==> src/rtl/clk_gen_pkg.sv <==
// Shared constants and state encoding for the ring-oscillator stage calibrator.
package clk_gen_pkg;

  localparam int SEL_W      = 4;
  localparam int NUM_STAGES = 1 << SEL_W;

  typedef enum logic [2:0] {
    IDLE    = 3'd0,
    SETTLE  = 3'd1,
    MEASURE = 3'd2,
    DECIDE  = 3'd3,
    DONE    = 3'd4
  } cal_state_t;

endpackage

==> src/rtl/clk_gen_stage_calibrator_if.sv <==
// Control/status and oscillator-side signals of the stage calibrator.
interface clk_gen_stage_calibrator_if import clk_gen_pkg::*; #(
  parameter int CNT_W = 12
);
  logic             start;
  logic [CNT_W-1:0] target_count;
  logic             osc_in;
  logic             osc_enable;
  logic [SEL_W-1:0] stage_sel;
  logic             busy;
  logic             done;
  logic             locked;
  logic [CNT_W-1:0] meas_count;
  logic             overflow;

  modport master (
    output start, target_count, osc_in,
    input  osc_enable, stage_sel, busy, done, locked, meas_count, overflow
  );

  modport slave (
    input  start, target_count, osc_in,
    output osc_enable, stage_sel, busy, done, locked, meas_count, overflow
  );
endinterface

==> src/rtl/clk_gen_edge_counter.sv <==
// Synchronizes the divided oscillator, detects rising edges and counts them
// with saturation; overflow flags an edge that arrived with the counter full.
module clk_gen_edge_counter #(
  parameter int CNT_W = 12
) (
  input  logic             clk,
  input  logic             reset,
  input  logic             i_osc,
  input  logic             i_clr,
  input  logic             i_en,
  output logic [CNT_W-1:0] o_count,
  output logic             o_ovf
);

  logic             r_sync1;
  logic             r_sync2;
  logic             r_hist;
  logic             w_rise;
  logic [CNT_W-1:0] r_count;
  logic             r_ovf;

  assign w_rise = r_sync2 & ~r_hist;

  always_ff @(posedge clk) begin
    if (reset) begin
      r_sync1 <= 1'b0;
      r_sync2 <= 1'b0;
      r_hist  <= 1'b0;
      r_count <= '0;
      r_ovf   <= 1'b0;
    end else begin
      r_sync1 <= i_osc;
      r_sync2 <= r_sync1;
      r_hist  <= r_sync2;
      if (i_clr) begin
        r_count <= '0;
        r_ovf   <= 1'b0;
      end else if (i_en && w_rise) begin
        // Hold at all-ones rather than wrap so a fast stage still reads as fast.
        if (&r_count) r_ovf   <= 1'b1;
        else          r_count <= r_count + 1'b1;
      end
    end
  end

  assign o_count = r_count;
  assign o_ovf   = r_ovf;

endmodule

==> src/rtl/clk_gen_stage_calibrator.sv <==
// Closed-loop SAR calibration of the ring-oscillator stage select: settle,
// count edges over a fixed window, decide one bit per trial, then verify.
module clk_gen_stage_calibrator import clk_gen_pkg::*; #(
  parameter int CNT_W      = 12,
  parameter int WINDOW_CYC = 1024,
  parameter int SETTLE_CYC = 64,
  parameter int TOL        = 2
) (
  input  logic                        clk,
  input  logic                        reset,
  clk_gen_stage_calibrator_if.slave   bus
);

  localparam int TMR_MAX = (WINDOW_CYC > SETTLE_CYC) ? WINDOW_CYC : SETTLE_CYC;
  localparam int TMR_W   = $clog2(TMR_MAX + 1);
  localparam logic [TMR_W-1:0] SETTLE_LAST = TMR_W'(SETTLE_CYC - 1);
  localparam logic [TMR_W-1:0] WINDOW_LAST = TMR_W'(WINDOW_CYC - 1);
  localparam logic [SEL_W-1:0] SEL_MID     = SEL_W'(NUM_STAGES / 2);
  localparam logic [CNT_W:0]   TOL_V       = (CNT_W+1)'(TOL);

  cal_state_t       r_state;
  logic [TMR_W-1:0] r_timer;
  logic [SEL_W-1:0] r_sel;
  logic [SEL_W-1:0] r_mask;
  logic             r_verify;
  logic [CNT_W-1:0] r_target;
  logic             r_en;
  logic             r_busy;
  logic             r_done;
  logic             r_locked;
  logic [CNT_W-1:0] r_meas;
  logic             r_ovf;

  logic [CNT_W-1:0]   w_cnt;
  logic               w_cnt_ovf;
  logic signed [CNT_W:0] w_diff;
  logic [CNT_W:0]     w_adiff;
  logic               w_in_tol;
  logic [SEL_W-1:0]   w_sel_next;

  clk_gen_edge_counter #(.CNT_W(CNT_W)) u_edge_cnt (
    .clk     (clk),
    .reset   (reset),
    .i_osc   (bus.osc_in),
    .i_clr   (r_state == SETTLE),
    .i_en    (r_state == MEASURE),
    .o_count (w_cnt),
    .o_ovf   (w_cnt_ovf)
  );

  assign w_diff   = $signed({1'b0, w_cnt}) - $signed({1'b0, r_target});
  assign w_adiff  = w_diff[CNT_W] ? unsigned'(-w_diff) : unsigned'(w_diff);
  assign w_in_tol = (w_adiff <= TOL_V) && !w_cnt_ovf;

  // Too fast keeps the trial bit (more stages); a tie drops it toward the faster tap.
  assign w_sel_next = ((w_cnt > r_target) ? r_sel : (r_sel & ~r_mask)) | (r_mask >> 1);

  always_ff @(posedge clk) begin
    if (reset) begin
      r_state  <= IDLE;
      r_timer  <= '0;
      r_sel    <= '0;
      r_mask   <= '0;
      r_verify <= 1'b0;
      r_target <= '0;
      r_en     <= 1'b0;
      r_busy   <= 1'b0;
      r_done   <= 1'b0;
      r_locked <= 1'b0;
      r_meas   <= '0;
      r_ovf    <= 1'b0;
    end else begin
      case (r_state)
        IDLE, DONE: begin
          if (bus.start) begin
            r_target <= bus.target_count;
            r_sel    <= SEL_MID;
            r_mask   <= SEL_MID;
            r_verify <= 1'b0;
            r_en     <= 1'b1;
            r_busy   <= 1'b1;
            r_done   <= 1'b0;
            r_locked <= 1'b0;
            r_timer  <= SETTLE_LAST;
            r_state  <= SETTLE;
          end
        end
        SETTLE: begin
          if (r_timer == '0) begin
            r_timer <= WINDOW_LAST;
            r_state <= MEASURE;
          end else begin
            r_timer <= r_timer - 1'b1;
          end
        end
        MEASURE: begin
          if (r_timer == '0) r_state <= DECIDE;
          else               r_timer <= r_timer - 1'b1;
        end
        DECIDE: begin
          r_meas <= w_cnt;
          r_ovf  <= w_cnt_ovf;
          if (r_verify) begin
            r_locked <= w_in_tol;
            r_en     <= w_in_tol;
            r_busy   <= 1'b0;
            r_done   <= 1'b1;
            r_state  <= DONE;
          end else begin
            // After the LSB decision the sel is final; one more trial verifies it.
            r_sel    <= w_sel_next;
            r_mask   <= r_mask >> 1;
            r_verify <= r_mask[0];
            r_timer  <= SETTLE_LAST;
            r_state  <= SETTLE;
          end
        end
        default: r_state <= IDLE;
      endcase
    end
  end

  assign bus.osc_enable = r_en;
  assign bus.stage_sel  = r_sel;
  assign bus.busy       = r_busy;
  assign bus.done       = r_done;
  assign bus.locked     = r_locked;
  assign bus.meas_count = r_meas;
  assign bus.overflow   = r_ovf;

endmodule

==> src/flat_wrapper.sv <==
// flat-port wrapper written by rule: the top's interface ports become plain ports
module clk_gen_stage_calibrator_flat import clk_gen_pkg::*;
#(
  parameter int CNT_W      = 12,
  parameter int WINDOW_CYC = 1024,
  parameter int SETTLE_CYC = 64,
  parameter int TOL        = 2
)
  (clk, reset, bus_start, bus_target_count, bus_osc_in, bus_osc_enable, bus_stage_sel, bus_busy, bus_done, bus_locked, bus_meas_count, bus_overflow);
  clk_gen_stage_calibrator_if #(.CNT_W(CNT_W)) bus_i ();
  input  logic clk;
  input  logic reset;
  input wire logic [$bits(bus_i.start)-1:0] bus_start;
  input wire logic [$bits(bus_i.target_count)-1:0] bus_target_count;
  input wire logic [$bits(bus_i.osc_in)-1:0] bus_osc_in;
  output wire logic [$bits(bus_i.osc_enable)-1:0] bus_osc_enable;
  output wire logic [$bits(bus_i.stage_sel)-1:0] bus_stage_sel;
  output wire logic [$bits(bus_i.busy)-1:0] bus_busy;
  output wire logic [$bits(bus_i.done)-1:0] bus_done;
  output wire logic [$bits(bus_i.locked)-1:0] bus_locked;
  output wire logic [$bits(bus_i.meas_count)-1:0] bus_meas_count;
  output wire logic [$bits(bus_i.overflow)-1:0] bus_overflow;
  assign bus_i.start = bus_start;
  assign bus_i.target_count = bus_target_count;
  assign bus_i.osc_in = bus_osc_in;
  assign bus_osc_enable = bus_i.osc_enable;
  assign bus_stage_sel = bus_i.stage_sel;
  assign bus_busy = bus_i.busy;
  assign bus_done = bus_i.done;
  assign bus_locked = bus_i.locked;
  assign bus_meas_count = bus_i.meas_count;
  assign bus_overflow = bus_i.overflow;
  clk_gen_stage_calibrator #(.CNT_W(CNT_W), .WINDOW_CYC(WINDOW_CYC), .SETTLE_CYC(SETTLE_CYC), .TOL(TOL)) u_core (.clk(clk), .reset(reset), .bus(bus_i));
endmodule
==> config.mk <==
export PLATFORM = sky130hd
export DESIGN_NAME = clk_gen_stage_calibrator_flat
export DESIGN_NICKNAME = d
export VERILOG_FILES = /design/src/rtl/clk_gen_pkg.sv /design/src/rtl/clk_gen_stage_calibrator_if.sv /design/src/rtl/clk_gen_edge_counter.sv /design/src/rtl/clk_gen_stage_calibrator.sv /design/src/flat_wrapper.sv
export SDC_FILE = /design/constraint.sdc
export NUM_CORES = 1
export LEC_CHECK = 0
export ABC_CLOCK_PERIOD_IN_PS = 3300
export CORE_MARGIN = 2
export CORE_UTILIZATION = 35
export CTS_CLUSTER_SIZE = 28
export DETAILED_ROUTE_END_ITERATION = 7
export REMOVE_ABC_BUFFERS = 1
export SKIP_LAST_GASP = 1
export SLEW_MARGIN = 5
export SYNTH_ARGS = -nofsm -noshare
export SYNTH_HDL_FRONTEND = slang
export SYNTH_HIERARCHICAL = 1
export SYNTH_SLANG_ARGS = --single-unit
==> constraint.sdc <==
create_clock -name clk -period 3.3 [get_ports clk]
set_input_delay 0.66 -clock clk [delete_from_list [all_inputs] [get_ports clk]]
set_output_delay 0.66 -clock clk [all_outputs]
set_load 0.02 [all_outputs]
# Word level (Yosys, flattened, before mapping)
# Cells that the tools add are included.
[word_totals] ff_bits=68 inputBits=16 out_inout_bits=21
[classes] magnitude_cmp=2 n_reduce_logical=18 bitwise=6 n_mux=28 n_addsub=4 eq_ne=10
[op_table] op="2-to-1 mux 11 bit" n=4
[op_table] op="case mux 11 bit (4 select lines)" n=1
[op_table] op="2-to-1 mux 4 bit" n=4
[op_table] op="case mux 4 bit (2 select lines)" n=2
[op_table] op="<= comparator 13 x 2 -> 1 bit, second input constant" n=1
[op_table] op="2-to-1 mux 13 bit" n=1
[op_table] op="negation 13 bit" n=1
[op_table] op="AND reduction 13 bit" n=1
[op_table] op="subtractor 12 x 12 -> 13 bit" n=1
[op_table] op="adder 12 x 1 -> 12 bit, second input constant" n=1
[op_table] op="> comparator 12 bit" n=1
[op_table] op="2-to-1 mux 3 bit" n=4
[op_table] op="case mux 3 bit (4 select lines)" n=1
[op_table] op="AND reduction 12 bit" n=1
[op_table] op="zero test 11 bit" n=1
[op_table] op="subtractor 11 x 1 -> 11 bit, second input constant" n=1
[op_table] op="case mux 1 bit (2 select lines)" n=5
[op_table] op="AND reduction 3 bit" n=3
[op_table] op="== test 3 x 2 -> 1 bit, second input constant" n=2
[op_table] op="2-to-1 mux 1 bit" n=6
[op_table] op="!= test 2 x 1 -> 1 bit, second input constant" n=3
[op_table] op="!= test 2 bit, second input constant" n=3
[op_table] op="AND reduction 2 bit" n=3
[op_table] op="AND 4 bit" n=1
[op_table] op="other kinds (13)" n=16

# Logic depth before layout (Yosys ltp)
[logic_depth] depth_word=7 mapped_depth=13 mapped_depth_nobuf=13

# Cells and area by module
# The synthesis kept the hierarchy.
[modules_own_cells] module="clk_gen_stage_calibrator" cells_each=426 area_each_um2=3140.5 instances=1
[modules_own_cells] module="clk_gen_edge_counter" cells_each=89 area_each_um2=763.2 instances=1

# Least setup slack after synthesis
# Ideal clock, no wire load.
[synth_path] path_type="reg-to-reg" from="register u_core.u_edge_cnt.r_count[0] (netlist: u_core/u_edge_cnt/o_count[0])" to="register u_core.r_en (netlist: u_core/bus.osc_enable)" path_slack_ns=0.444 t_arrival_ns=2.787 required_ns=3.231 synth_period_minus_slack_ns=2.856 setup_time_ns=0.069 path_buffers=0 stages_incl_launch_ff=14 cell_sequence="dfxtp_1 inv_1 ha_1 inv_1 fa_1 inv_1 ha_1 nand2b_1 mux2_2 a2111oi_2 or4b_1 a32oi_1 o2111ai_1 o21ai_1"
[synth_via] elab_chain_len=7
[synth_lines] element="start, declared" line_no="clk_gen_edge_counter.sv:19" rtl="logic [CNT_W-1:0] r_count;"
[synth_lines] element="start signal, assigned" line_no="clk_gen_edge_counter.sv:41" rtl="else r_count <= r_count + 1'b1;"
[synth_lines] element="subtractor 12 x 12 -> 13 bit *" line_no="clk_gen_stage_calibrator.sv:51" rtl="assign w_diff = $signed({1'b0, w_cnt}) - $signed({1'b0, r_target});"
[synth_lines] element="negation 13 bit" line_no="clk_gen_stage_calibrator.sv:52" rtl="assign w_adiff = w_diff[CNT_W] ? unsigned'(-w_diff) : unsigned'(w_diff);"
[synth_lines] element="2-to-1 mux 13 bit *" line_no="clk_gen_stage_calibrator.sv:52"
[synth_lines] element="<= comparator 13 x 2 -> 1 bit *" line_no="clk_gen_stage_calibrator.sv:53" rtl="assign w_in_tol = (w_adiff <= TOL_V) && !w_cnt_ovf;"
[synth_lines] element="logical AND 1 bit *" line_no="clk_gen_stage_calibrator.sv:53"
[synth_lines] element="2-to-1 mux 1 bit *" line_no="clk_gen_stage_calibrator.sv:103" rtl="if (r_verify) begin"
[synth_lines] element="case mux 1 bit (2 select lines) *" line_no="clk_gen_stage_calibrator.sv:73" rtl="case (r_state)"
[synth_lines] element="end signal, assigned" line_no="clk_gen_stage_calibrator.sv:105" rtl="r_en <= w_in_tol;"
[synth_lines] element="end, declared" line_no="clk_gen_stage_calibrator.sv:27" rtl="logic r_en;"
# Every way passes the cells marked *; elsewhere a longest branch is shown, timed or not. The select of a mux whose other input is x is not followed.
# A chain may end at the register's enable or synchronous reset.

# Worst setup path in the final report
# Ends and elaborated chain as after synthesis.

==> results.cfg <==
[cells_and_area]
layout_commonest_cell = nand2_1
drive_gt1_share_pct = 7.58
postLayoutCellArea_mm2 = 0.00461
fillers = 1134
final_util_pct = 42.6
syn_to_final_growth_pct = 18.2
antennaDiodeCount = 0
seq_area_mm2 = 0.00136
final_nets = 581
multi_input_area_mm2 = 0.00238
layout_common_cells = nand2_1, dfxtp_1, a21oi_1, nor2_1, clkdlybuf4s50_1

[critical_path]
critPathLaunch = u_core/u_edge_cnt/o_count[0]
critical_path_depth = 12
crit_slowest_cell = a2111oi_1
worst-endpoint-required_ps = 3580
critPathCapture = u_core/bus.osc_enable
r2r-end = u_core/bus.osc_enable
reg2reg_depth = 12
cp_max_fo = 7
critPathTopFamily = compound AO/OA/AOI/OAI gates
max_stage_delay_ps = 630
cp-end-kind = register
path_common_cell = inv_1
critPathKind = register to register
timing.rr.start = u_core/u_edge_cnt/o_count[0]
cp.buffers_inverters = 2
cp.arrival_ps = 3490
path_cells = inv_1 > ha_1 > inv_1 > fa_1 > nand3_1 > a21oi_2 > o21bai_1 > and2_1 > o21ai_0 > a2111oi_1 > o2111ai_2 > o21ai_1
ff2ff_setup_slack_ps = 80
startpoint_type = register

[drt]
detail_route.first_pass.iterations = 4
via_per_inst = 5.47
drt_iter0_drc = 141
drt_wl_total_mm = 10.0
vias = 3798
ant_nets = 0
avgRoutedWirePerCell_um = 14.4
drc = 0

[cts]
cts_buffers = 9
cts.sinks = 68
ctsHoldBuffers = 0
insertion_delay_ps = 340
h-tree-depth = 3
cts-root-buf = clkbuf_8
clockBufferDepth = 2
cts_tree = yes
clkTransAtPathRegs_ps = 80

[pwr]
p_leak_nw = 1.67
ir_drop_mv = 0.243
combPwrFrac_pct = 28.2
switching_share_pct = 33.6
p_sw_uw = 741
clkPwrFrac_pct = 30.9
p_total_mw = 2.20
p_int_mw = 1.46
pwr-share-seq_pct = 40.9
p_per_area_mw_per_mm2 = 478

[synthesis]
synth_top_family_by_area = simple AND/OR/NAND/NOR gates
ys.warnings.count = 6
synth.distinct_cells = 67
synth_area_leaders = dfxtp_1, nand2_1, a21oi_1
yosys.area_share.adder_pct = 5.32
synth-simple-area-share_pct = 30.0
ys.flop_type = dfxtp_1
synthXorXnorAreaFrac_pct = 1.12
synth_area_leader_cell = dfxtp_1
synthCells = 515
yosys.area.top_type_share_pct = 34.9
synth.cell_area_mm2 = 0.00390
synthMuxAreaShare_pct = 1.31
synthArstFlopShare_pct = 0
synth_edf_count = 0
ys_seq_area_share_pct = 34.9
synth-seq-cells = 68
synth_compound_area_share_pct = 23.0
avgSynthCellArea_um2 = 7.58

[placement]
portBuffers = 36
placed_cell_area_mm2 = 0.00440
place_ws_ps = 148
dpl.hpwl_mm = 7.28
place_congestion = 0.872

[global_route]
grt_use_total_pct = 17.3
antenna_found_initial = 0
overflow = 0
grt_max_degree = 32
grt_pass1_vias = 3524
grt_first_pass_wirelength_mm = 16.5

[timing]
setup_violations = 0
setup_slack_ps = 84.9
clock.fmax_ghz = 0.311
hold_viol_final = 0
relSlewSlack_pct = 22.4
finalCriticalPeriod_ps = 3220
holdWs_ps = 454
fin_skew_ps = 7.61
fin_crit_sh_pct = 97.4
slew_viol_final = 0
worstMarginPinSlew_ps = 1150

[floorplan]
die-area_mm2 = 0.0120
io-pin-count = 37
die_h_um = 110
die_w_um = 110
start_util_pct = 36.0
fp-row-count = 38
core-area_mm2 = 0.0108

[job]
maxCapViolCount = 0

[worst_hold_path]
whs_path_depth = 2
holdCritPathClass = register to register

[run_status]
outcome = completed
-- per-layer routing --
| metal | wire length [um] | up-vias | GRT usage, % |
|---|---|---|---|
| met2 | 4710 | 70 | 28.3 |
| met1 | 4800 | 1797 | 22.5 |
| li1 | - | 1919 | - |
| met4 | 133 | 0 | 6.33 |
| met3 | 356 | 12 | 3.68 |
| met5 | 0 | - | 0 |
-- cell type report --
| type | instances | area share [%] |
|---|---|---|
| Clock inverter | 6 | 1.38 |
| Multi-Input combinational cell | 404 | 51.6 |
| Clock buffer | 10 | 2.77 |
| Sequential cell | 68 | 29.5 |
| Timing Repair Buffer | 45 | 9.17 |
| Tap cell | 140 | 3.80 |
| Inverter | 21 | 1.71 |
-- sequential cells by signal, indices dropped and copies added (netlist names) --
| name | cells |
|---|---|
| u_core/r_timer | 11 |
| u_core/bus.meas_count | 12 |
| u_core/bus.stage_sel | 4 |
| u_core/u_edge_cnt/o_ovf | 1 |
| u_core/bus.busy | 1 |
| u_core/u_edge_cnt/r_hist | 1 |
| u_core/r_mask | 4 |
| u_core/bus.osc_enable | 1 |
| u_core/u_edge_cnt/r_sync2 | 1 |
| u_core/u_edge_cnt/r_sync1 | 1 |
| u_core/u_edge_cnt/o_count | 12 |
| u_core/r_target | 12 |
| u_core/bus.locked | 1 |
| u_core/bus.overflow | 1 |
| u_core/r_state | 3 |
| u_core/bus.done | 1 |
| u_core/r_verify | 1 |
-- power by group through the flow --
stage / Sequential [mW] / Combinational, mW / Clock [mW]
after global routing: 0.908 / 0.694 / 0.742
after CTS: 0.901 / 0.603 / 0.710
after detailed placement: 0.920 / 0.600 / 0
after global placement: 0.919 / 0.586 / 0
final: 0.902 / 0.621 / 0.682
after floorplan: 0.917 / 0.444 / 0
-- how the worst min path moves through the flow --
stage	startpoint	to	slack, ps
floorplan	u_core/u_edge_cnt/r_sync1	u_core/u_edge_cnt/r_sync2	410
global placement	u_core/u_edge_cnt/r_sync1	u_core/u_edge_cnt/r_sync2	440
detailed placement	u_core/u_edge_cnt/r_sync1	u_core/u_edge_cnt/r_sync2	440
CTS	u_core/bus.meas_count[8]	u_core/bus.meas_count[8]	460
global route	u_core/u_edge_cnt/r_sync1	u_core/u_edge_cnt/r_sync2	480
finish	u_core/bus.meas_count[11]	u_core/bus.meas_count[11]	450
-- worst reg2reg max path, delay by kind of cell, from the launching register on --
family | cells | cell delay [ps]
buffers and inverters | 2 | 120
AO/OA/AOI/OAI | 6 | 1650
adder cells (fa/ha/maj) | 2 | 590
flip-flops | 1 | 350
AND/OR/NAND/NOR | 2 | 450
-- cell families after synthesis --
group                    count (synthesis)
AND/OR/NAND/NOR                        239
AO/OA/AOI/OAI                          139
flip-flops                              68
buffers and inverters                   43
adder cells (fa/ha/maj)                 16
XOR/XNOR                                 5
multiplexers                             5
-- cells in the mapped netlist, drive strengths merged, types with 3 or more instances --
| master | count |
|---|---|
| or4 | 4 |
| and2 | 4 |
| a31oi | 6 |
| nor2 | 48 |
| o21a | 6 |
| a211o | 3 |
| o21ai | 19 |
| buf | 6 |
| inv | 21 |
| nand3b | 4 |
| mux2i | 4 |
| or2 | 4 |
| o21bai | 3 |
| a311oi | 5 |
| nand4 | 8 |
| clkbuf | 16 |
| o31a | 3 |
| dfxtp | 68 |
| a2111oi | 3 |
| o211ai | 5 |
| nand2 | 90 |
| ha | 15 |
| nand2b | 8 |
| a211oi | 6 |
| xnor2 | 4 |
| a22oi | 3 |
| a21oi | 60 |
| nor3b | 5 |
| nor2b | 10 |
| nand3 | 10 |
| nor3 | 16 |
| or3 | 9 |
| nor4 | 9 |
-- per-stage QoR --
step	instances	setup TNS (ps)
6_report	694	0
5_1_grt	694	-121
4_1_cts	693	0
3_5_place_dp	677	0
3_3_place_gp	677	0
2_1_floorplan	493	0
-- timing repair --
item                       CTS  global route
setup buffers                0             1
setup endpoints to repair    0             2
resized for setup            0             4
No activity file was read; power rests on OpenSTA's default activity.
==> edit (same settings) <==
`SETTLE_CYC` is set to 64 in 2 places; all go to 256.
--- a/src/rtl/clk_gen_stage_calibrator.sv
+++ b/src/rtl/clk_gen_stage_calibrator.sv
@@ -5,3 +5,3 @@
   parameter int WINDOW_CYC = 1024,
-  parameter int SETTLE_CYC = 64,
+  parameter int SETTLE_CYC = 256,
   parameter int TOL        = 2
--- a/src/flat_wrapper.sv
+++ b/src/flat_wrapper.sv
@@ -5,3 +5,3 @@
   parameter int WINDOW_CYC = 1024,
-  parameter int SETTLE_CYC = 64,
+  parameter int SETTLE_CYC = 256,
   parameter int TOL        = 2
Formal check against the unedited RTL: no difference found for any inputs over 10 cycles, from zero or initial values and one cycle with reset high; that may be too few to reach the edited logic, so the function may still have changed.
==> edit against the original RTL <==
  * Routed wire length increased by 2.6%
  * Synthesized area increased by 0.54%
  * Sequential power decreased by 2.4%
  * Power decreased by 2.4%
  * Design area increased by 1.8%
  * Sequential share of layout area decreased by 0.55 points
  * Sequential cell count unchanged
  * Setup slack improved by 0.12 ns
  * Critical path type unchanged
  * Critical endpoint unchanged
==> edit: results (changes against the original RTL) <==
* Multi-input logic area at 2380 um2 (about the same)
* Syn_area_per_cell at 7.67 um2 (+1.1%)
* Fillers at 1112 (-1.9%)
* DP HPWL at 7360 um (+1.0%)
* Clock-cell share at 5.11% (+0.96 points)
* Adder-cell share of the synthesized area at 5.29% (-0.029 points)
* Top cells by area, synth: dfxtp_1, nand2_1, a21oi_1
* Peak per-stage delay on the critical path at 0.43 ns (-0.20 ns)
* Via count at 3761 (-0.97%)
* Final GP Congestion at 0.845 (-3.0%)
* Clock power share at 38.7% (+7.8 points)
* Status: complete, no violations
* Layout cells sized above 1 at 7.97% (+0.39 points)
* Leakage at 1.73 nW (+4.2%)
* Clk_lat worst skew at 0.35 ns
* Met3 usage at 5.04% (+1.4 points)
* Top layer in use: met4
* DR WL met3 at 392 um (+10%)
* Max VDD drop at 0.273 mV (+12%)
* Sequential portion of the cell area at 29.0% (-0.55 points)
* Non-clock inverters at 25 (+19%)
* Clock Skew at 0.00913 ns (+0.00152 ns)
* Cell at the slowest stage of the critical path: fa_1
* Worst slew pin tran at 1.07 ns (-0.0841 ns)
* First-pass GRT wire length at 16800 um (+2.1%)
* Vias in the first global route at 3577 (+1.5%)
* Synth Warn # at 6 (unchanged)
* Final #Nets at 579 (-0.34%)
* DRT Pass-1 Iters at 6 (+2)
* WL met2 at 4840 um (+2.8%)
* #MultiIn Comb at 395 (-2.2%)
* XOR/XNOR share of the synthesized area at 1.34% (+0.22 points)
* Core Box Area at 10900 um2 (+0.44%)
* Placed inst area at 4410 um2 (+0.26%)
* Largest net degree at the start of global routing at 59 (+84%)
* Internal power at 1.54 mW (+5.3%)
* Met2 Use GR at 29.8% (+1.5 points)
* WP data arrival at 3.38 ns (-0.11 ns)
* Routed WL per cell at 14.8 um (+2.9%)
* Met1 GRT Util at 22.2% (-0.26 points)
* Total power after layout at 2.15 mW (-2.4%)
* Sequential fraction of the synthesis area at 34.7% (-0.19 points)
* Dpl cells at 672 (-0.74%)
* Plain + repair buffers at 48 (+6.7%)
* Reg area at 1360 um2 (about the same)
* WL met1 at 4870 um (+1.3%)
* NonClk Buf Share at 9.48% (+0.32 points)
* Top cells by count, synth: nand2_1, dfxtp_1, a21oi_1
* GRT Total Usage at 17.8% (+0.45 points)
* 1st-iter DRT viols at 201 (+43%)
* Synth Area in Compound Gates at 24.6% (+1.6 points)
* Post-synthesis mux area share at 0.765% (-0.55 points)
* Pre-CTS setup slack at 0.124 ns (-0.0245 ns)
* Detailed Route WL at 10300 um (+2.6%)
==> edit: cell families after synthesis <==
logic type	Yosys count
AOI/OAI and AO/OA	145
xor gates and xnor gates	6
adders and majority gates	16
buffers and inverters	49
DFF	68
muxes	3
and+or+nand+nor	225
==> edit: timing repair <==
action                                  4_1_cts  5_1_grt
resized for setup                             0        2
setup buffers                                 0        4
endpoints found under the setup margin        0        2
==> edit: tightest hold or removal path, cell delays in order (launching register included) <==
cell	delay [ns]
dfxtp_1	0.31
nand2b_1	0.06
a21oi_1	0.04
==> edit: final timing paths <==
check                                             startpoint               endpoint  slack [ns]  cells after the start
worst max-delay path            u_core/u_edge_cnt/o_count[0]  u_core/bus.osc_enable        0.21                     13
worst min-delay path                      u_core/r_timer[10]     u_core/r_timer[10]        0.45                      2
worst max register to register  u_core/u_edge_cnt/o_count[0]  u_core/bus.osc_enable        0.21                     13
worst min register to register            u_core/r_timer[10]     u_core/r_timer[10]        0.45                      2
